`src/rtl/serial_ripple_subtractor.sv`:
```
// -----------------------------------------------------------------------------
// serial_ripple_subtractor
//
// Bit-serial subtractor: diff = a - b - bin (unsigned, modulo 2^WIDTH), one
// full-subtractor bit per clock, LSB first, with the borrow held in a register
// between bits. Trades latency (WIDTH+1 cycles per result) for a single
// full-subtractor cell instead of a WIDTH-bit ripple chain.
//
// Handshake: start_i is sampled while the block is not busy (IDLE or the
// single DONE cycle). done_o pulses for one cycle when diff_o/bout_o are
// updated; those outputs then hold until the next done_o or a reset.
//
// Ports
//   clk_i    in   1      clock, rising edge
//   rst_i    in   1      asynchronous, active-high reset (aborts any operation)
//   start_i  in   1      operation request, ignored while busy_o=1
//   a_i      in   WIDTH  minuend, captured on an accepted start
//   b_i      in   WIDTH  subtrahend, captured on an accepted start
//   bin_i    in   1      borrow-in, captured on an accepted start
//   busy_o   out  1      high while bits are being processed
//   done_o   out  1      one-cycle pulse: diff_o/bout_o just became valid
//   diff_o   out  WIDTH  a - b - bin modulo 2^WIDTH
//   bout_o   out  1      borrow-out, 1 when a < b + bin
// -----------------------------------------------------------------------------
module serial_ripple_subtractor #(
  parameter int WIDTH = 4
) (
  input  logic             clk_i,
  input  logic             rst_i,
  input  logic             start_i,
  input  logic [WIDTH-1:0] a_i,
  input  logic [WIDTH-1:0] b_i,
  input  logic             bin_i,
  output logic             busy_o,
  output logic             done_o,
  output logic [WIDTH-1:0] diff_o,
  output logic             bout_o
);

  // Bit counter only has to reach WIDTH-1.
  localparam int CW = (WIDTH > 1) ? $clog2(WIDTH) : 1;
  localparam logic [CW-1:0] LAST_BIT = CW'(WIDTH - 1);

  typedef enum logic [1:0] {
    ST_IDLE  = 2'd0,
    ST_SHIFT = 2'd1,
    ST_DONE  = 2'd2
  } state_e;

  // One-bit full subtractor, returns {borrow_out, difference}.
  function automatic logic [1:0] full_sub(input logic x, input logic y, input logic bw);
    logic d;
    logic bo;
    d  = x ^ y ^ bw;
    bo = (~x & y) | (~(x ^ y) & bw);
    full_sub = {bo, d};
  endfunction

  state_e           state_q, state_d;
  logic [WIDTH-1:0] a_q, a_d;
  logic [WIDTH-1:0] b_q, b_d;
  logic             br_q, br_d;
  logic [CW-1:0]    cnt_q, cnt_d;
  logic [WIDTH-1:0] res_q, res_d;
  logic [WIDTH-1:0] diff_q, diff_d;
  logic             bout_q, bout_d;
  logic             busy_q, busy_d;
  logic             done_q, done_d;

  // Operands are shifted right each bit, so the bit under work is always at [0].
  logic [1:0] fs_bit;
  assign fs_bit = full_sub(a_q[0], b_q[0], br_q);

  // Next-state, datapath and output decode.
  always_comb begin
    state_d = state_q;
    a_d     = a_q;
    b_d     = b_q;
    br_d    = br_q;
    cnt_d   = cnt_q;
    res_d   = res_q;
    diff_d  = diff_q;
    bout_d  = bout_q;

    case (state_q)
      // DONE accepts a new request exactly like IDLE (back-to-back operation).
      ST_IDLE, ST_DONE: begin
        if (start_i) begin
          a_d     = a_i;
          b_d     = b_i;
          br_d    = bin_i;
          cnt_d   = '0;
          state_d = ST_SHIFT;
        end else begin
          state_d = ST_IDLE;
        end
      end

      ST_SHIFT: begin
        a_d   = {1'b0, a_q[WIDTH-1:1]};
        b_d   = {1'b0, b_q[WIDTH-1:1]};
        br_d  = fs_bit[1];
        // Result bits enter at the MSB; after WIDTH bits bit 0 sits at [0].
        res_d = {fs_bit[0], res_q[WIDTH-1:1]};
        if (cnt_q == LAST_BIT) begin
          // Counter holds at WIDTH-1 instead of wrapping.
          state_d = ST_DONE;
          diff_d  = {fs_bit[0], res_q[WIDTH-1:1]};
          bout_d  = fs_bit[1];
        end else begin
          cnt_d   = cnt_q + CW'(1);
        end
      end

      default: begin
        state_d = ST_IDLE;
      end
    endcase

    // Status flags are registered alongside the state they describe.
    busy_d = (state_d == ST_SHIFT);
    done_d = (state_d == ST_DONE);
  end

  // State and datapath registers; reset aborts any operation in flight.
  always_ff @(posedge clk_i or posedge rst_i) begin
    if (rst_i) begin
      state_q <= ST_IDLE;
      a_q     <= '0;
      b_q     <= '0;
      br_q    <= 1'b0;
      cnt_q   <= '0;
      res_q   <= '0;
      diff_q  <= '0;
      bout_q  <= 1'b0;
      busy_q  <= 1'b0;
      done_q  <= 1'b0;
    end else begin
      state_q <= state_d;
      a_q     <= a_d;
      b_q     <= b_d;
      br_q    <= br_d;
      cnt_q   <= cnt_d;
      res_q   <= res_d;
      diff_q  <= diff_d;
      bout_q  <= bout_d;
      busy_q  <= busy_d;
      done_q  <= done_d;
    end
  end

  assign busy_o = busy_q;
  assign done_o = done_q;
  assign diff_o = diff_q;
  assign bout_o = bout_q;

endmodule

```
`config.mk`:
```
export PLATFORM = sky130hd
export DESIGN_NAME = serial_ripple_subtractor
export DESIGN_NICKNAME = d
export VERILOG_FILES = /design/src/rtl/serial_ripple_subtractor.sv
export SDC_FILE = /design/constraint.sdc
export NUM_CORES = 1
export LEC_CHECK = 0
export BUFFER_PORTS_ARGS = -buffer_cell sky130_fd_sc_hd__buf_2
export CAP_MARGIN = 20
export CORE_UTILIZATION = 48
export DETAILED_ROUTE_END_ITERATION = 8
export PLACE_DENSITY = 0.8
export SYNTH_ARGS = -nofsm -noshare
export SYNTH_HDL_FRONTEND = slang
export SYNTH_SLANG_ARGS = --single-unit
export TNS_END_PERCENT = 20
```
`constraint.sdc`:
```
create_clock -name clk_i -period 1.3 [get_ports clk_i]
set_clock_uncertainty 0.1 [all_clocks]
set_input_delay 0.13 -clock clk_i [delete_from_list [all_inputs] [get_ports clk_i]]
set_output_delay 0.13 -clock clk_i [all_outputs]
set_load 0.1 [all_outputs]
```
==> results of run 1 <==
## routing by layer
metal,vias up,track usage (%)
met5,-,0
met4,0,8.82
met3,2,2.83
met2,19,33.1
met1,341,22.0
li1,349,-
## synthesized netlist by cell type, drive strengths merged
cell type,number
dfrtp,23
mux2,8
a21o,6
a22o,5
buf,5
inv,5
nand2,5
nand3,4
o21ai,4
mux2i,3
nor2b,3
a211oi,2
a21oi,2
nor2,2
and2b,1
fa,1
ha,1
nand2b,1
nand3b,1
o211ai,1
or3b,1
## critical path: stages (launching register included)
cell     delay, ns
dfrtp_1       0.38
inv_2         0.06
fa_2          0.38
mux2_4        0.28
a21oi_2       0.13
## layout make-up
class | count | area (um^2) | share of cell area (%)
clock inverter | 1 | 5.00 | 0.357
timing repair buffer | 30 | 278 | 19.8
inverter | 5 | 18.8 | 1.34
multi-input combinational | 51 | 464 | 33.1
clock buffer | 3 | 22.5 | 1.61
sequential | 23 | 579 | 41.3
tap | 27 | 33.8 | 2.41
## worst max-delay path by stage
stage,slack (ns),startpoint,end
finish,-0.09,br_q,br_q
detailed placement,-0.1,a_q[0],br_q
global route,-0.12,br_q,br_q
global placement,-0.07,a_q[0],br_q
floorplan,-0.06,diff_o[1],diff_o[1]
CTS,-0.08,b_q[0],diff_o[3]
## kinds of logic after synthesis
group | count (synthesis) | share of synthesized area (%)
simple gates | 18 | 11.2
mux | 11 | 11.4
flops | 23 | 54.8
buf+inv | 10 | 5.96
compound gates | 20 | 13.5
fa+ha+maj | 2 | 3.10
## stage by stage
step	hold WS (ns)	utilization (%)	setup TNS (ns)
after global placement	0.0780	62.6	-0.404
after global routing	0.0185	70.0	-0.824
after floorplan	0.0319	-	-0.290
after detailed placement	0.0796	62.6	-0.753
final	-0.00500	70.0	-0.326
after CTS	0.00110	68.9	-0.288
## state kept, by name, summed over array words and instances, names as in the netlist
signal / cells
a_q: 4
state_q: 2
busy_o: 1
br_q: 1
diff_o: 4
res_q: 3
done_o: 1
bout_o: 1
cnt_q: 2
b_q: 4
## repair_timing
action,CTS,global route
hold endpoints to repair,26,0
buffers inserted,1,1
pin swaps,1,10
setup endpoints to repair,16,15
resized for setup,16,4
hold buffers,4,0
==> reports/qor.yml, run 1 <==
via_per_inst: 5.08
coreArea_um2: 2000
dpl.hpwl_um: 1310
syn_nets: 98
grt_max_degree: 24
clkSinkCount: 23
crit_required_ns: 1.45
overflow: 0
r2r_setup_slack_ns: -0.09
min_path_type: "in -> reg"
crit_type: "reg -> reg"
cp.arrival_ns: 1.53
ant_nets: 0
dpl_worst_slack_ns: -0.0992
hold_slack_ns: -0.00500
end_kind: "register"
diodes: 0
finalSetupViolations: 7
drtIter0Drc: 5
fin_crit_ns: 1.39
global_route.usage.total_pct: 18.7
synth_top_area_cell: "dfrtp_1"
layout-drive-gt1-share_pct: 45.1
ios: 19
placedInstanceArea_um2: 1250
min_to: "b_q[3]"
die_area_um2: 2380
netlist_area_um2: 1050
fin_area_um2: 1400
synth_top_area_share_pct: 54.8
synth_cell_types: 24
antenna_found_initial: 0
placementRows: 16
final-instance-count-excl-fill: 140
synth_area_per_cell_um2: 12.5
status: "complete, but fails checks"
wl_met2_um: 992
met1_length_um: 868
synth_area_leaders: "dfrtp_1, mux2_2, a21o_1"
routed-via-count: 711
mostFrequentLayoutCells: "dfrtp_1, buf_2, buf_4"
htree_levels: 1
fp.dieH_um: 48.8
report.final.slew_viol_count: 0
max_slew.worst_pin.slew_ns: 0.285
max_freq_ghz: 0.722
yosysSeqAreaShare_pct: 54.8
min_from: "b_i[3]"
clk_pin_slew_worst_paths_ns: 0.13
startpoint_type: "register"
period_share_pct: 107
clk_path_buf_depth: 2
max-cap-violations: 0
met3WireLength_um: 54
ys_ff_latch: 23
fillCellCount: 156
slew_headroom_pct: 80.9
dpl.cell_count: 130
grt_pass1_wl_um: 3290
cts_tree: "done"
routedWlPerCell_um: 13.9
violations: "hold timing, setup timing"
wl_um: 1950
reg2reg_from: "br_q"
reg2reg_depth: 4
fp.dieW_um: 48.8
portBuffers: 18
yosys_warnings: 0
clk_root_buffer_cell: "clkbuf_4"
rsz0062_at_grt: "yes"
area_growth_pct: 33.5
layout_commonest_cell: "dfrtp_1"
first_pass_iters: 4
drcViolationCount: 0
grt_pass1_vias: 752
min_path_cells: 3
top_layer: "met4"
nets: 128
cts_buffers: 3
synth_cells: 84
timing.final.ws_setup_ns: -0.0852
gp_congestion: 0.749
clk_latency_ns: 0.32
crit_fanout: 2
finalHoldViolations: 1
initial_core_util_pct: 52.4
reg2reg_to: "br_q"
Power of run 1 is left out: the tool's default activity adds up to more than one toggle a clock period on the data nets, which glitch-free logic cannot reach.
==> run 2, diff against run 1 <==
- CORE_UTILIZATION: 48 -> 57
- PLACE_DENSITY: 0.8 -> 0.88
- REMOVE_ABC_BUFFERS: unset -> 1
- clock period: 1.3 -> 1.7 ns (I/O delays scaled with it)
==> reports/qor.yml, run 2 (synthesis results as in run 1) <==
fin_setup_tns_ns: 0  # was -0.326 ns
finalSetupViolations: 0  # was 7
slew_headroom_pct: 67.9  # was 80.9%
crit_fanout: 12  # was 2
first_pass_iters: 4  # unchanged
routedWlPerCell_um: 12.8  # was 13.9 um
cts_tree: "done"  # unchanged
clk_latency_ns: 0.30  # was 0.32 ns
finalHoldViolations: 0  # was 1
fp.dieH_um: 44.9  # was 48.8 um
path_buf_inv: 0  # was 1
clkSinkCount: 23  # unchanged
report.final.slew_viol_count: 0  # unchanged
initial_core_util_pct: 60.8  # was 52.4%
slowest_stage: "dfrtp_1"  # unchanged
startpoint_type: "register"  # unchanged
max_freq_ghz: 0.681  # was 0.722 GHz
cp.arrival_ns: 1.57  # was 1.53 ns
drcViolationCount: 0  # unchanged
portBuffers: 18  # unchanged
placementRows: 15  # was 16
fillCellCount: 149  # was 156
layout-drive-gt1-share_pct: 32.7  # was 45.1%
max-cap-violations: 0  # unchanged
htree_levels: 1  # unchanged
coreArea_um2: 1730  # was 2000 um^2
antenna_found_initial: 0  # unchanged
grt_pass1_wl_um: 2790  # was 3290 um
min_path_type: "in -> reg"  # unchanged
period_share_pct: 86.3  # was 107%
final-instance-count-excl-fill: 129  # was 140
area_growth_pct: 12.3  # was 33.5%
dpl.cell_count: 124  # was 130
crit_type: "reg -> reg"  # unchanged
crit_chain: "nor2b_4, mux2_2"  # was inv_2, fa_2, mux2_4, a21oi_2
max_slew.worst_pin.slew_ns: 0.485  # was 0.285 ns
diodes: 0  # unchanged
clk_pin_slew_worst_paths_ns: 0.12  # was 0.13 ns
ios: 19  # unchanged
grt_max_degree: 24  # unchanged
wl_um: 1650  # was 1950 um
grt_pass1_vias: 648  # was 752
clk_path_buf_depth: 2  # unchanged
dpl_worst_slack_ns: 0.255  # was -0.0992 ns
gp_congestion: 0.750  # was 0.749
nets: 119  # was 128
cts_resized: 0  # was 16
end_kind: "register"  # unchanged
timing.final.ws_setup_ns: 0.232  # was -0.0852 ns
via_per_inst: 5.24  # was 5.08
clk_root_buffer_cell: "clkbuf_4"  # unchanged
rsz0062_at_grt: "no"  # was yes
die_area_um2: 2020  # was 2380 um^2
routed-via-count: 676  # was 711
global_route.usage.total_pct: 19.3  # was 18.7%
status: "complete, no violations"  # was complete, but fails checks
fp.dieW_um: 44.9  # was 48.8 um
layout_commonest_cell: "dfrtp_1"  # unchanged
cp_top_family: "flip-flops"  # unchanged
dpl.hpwl_um: 1240  # was 1310 um
cpPeakStageDelay_ns: 0.58  # was 0.38 ns
crit_required_ns: 1.80  # was 1.45 ns
overflow: 0  # unchanged
ant_nets: 0  # unchanged
drtIter0Drc: 5  # unchanged
fin_crit_ns: 1.47  # was 1.39 ns
mostFrequentLayoutCells: "dfrtp_1, buf_2, mux2_2"  # was dfrtp_1, buf_2, buf_4
cts_buffers: 3  # unchanged
==> run 2: changes by cell type in the layout (fill, tap and decap cells not counted), moves of 3 or more <==
cell,before,now
mux2_4,7,0
dlygate4sd3_1,4,1
buf_2,11,18
dfrtp_2,3,0
buf_12,5,0
mux2_2,1,8
dfrtp_1,20,23
buf_4,9,2
==> run 2: tightest hold or removal path, delay by kind of cell <==
| kind | cells | cell delay (ns) |
|---|---|---|
| compound gates | 2 | 0.16 |
| buf+inv | 1 | 0.09 |
==> run 2: through the flow <==
step / cell area, um^2 / util (%) / hold slack, ns
after floorplan: 1010 / - / 0.0719
after global placement: 1140 / 66.2 / 0.114
after detailed placement: 1140 / 66.2 / 0.129
after CTS: 1180 / 68.3 / 0.0511
after global routing: 1180 / 68.3 / 0.0621
final: 1180 / 68.3 / 0.0511
==> run 2: path summary, 6_finish.rpt <==
| kind | startpoint | endpoint | cells past startpoint | slack [ns] |
|---|---|---|---|---|
| hold reg to reg | a_q[2] | a_q[2] | 1 | 0.40 |
| hold / removal | bin_i | br_q | 3 | 0.05 |
| max in group asynchronous | rst_i | diff_o[3] | 4 | 0.95 |
| min in group asynchronous | rst_i | cnt_q[1] | 4 | 0.33 |
| setup reg to reg | state_q[0] | res_q[3] | 2 | 0.23 |
| setup / recovery | state_q[0] | res_q[3] | 2 | 0.23 |
==> run 2: repair_timing <==
action | 4_1_cts | 5_1_grt
hold buffers | 1 | 0
endpoints found under the hold margin | 23 | 0
endpoints found under the setup margin | 0 | 0
setup buffers | 0 | 0
==> run 2: area by class of cell <==
type	count	area, um^2	area share [%]
Tap cell	25	31.3	2.65
Timing Repair Buffer	21	115	9.77
Sequential cell	23	576	48.8
Multi-Input combinational cell	51	412	34.9
Clock buffer	4	26.3	2.23
Inverter	5	18.8	1.59
==> run 2: per-layer routing <==
| metal | part of all wire [%] | GRT usage [%] |
|---|---|---|
| met5 | 0 | 0 |
| met4 | 0 | 1.82 |
| met3 | 4.4 | 6.00 |
| met2 | 48 | 34.1 |
| met1 | 48 | 24.1 |
Power of run 2 is left out for the same reason.
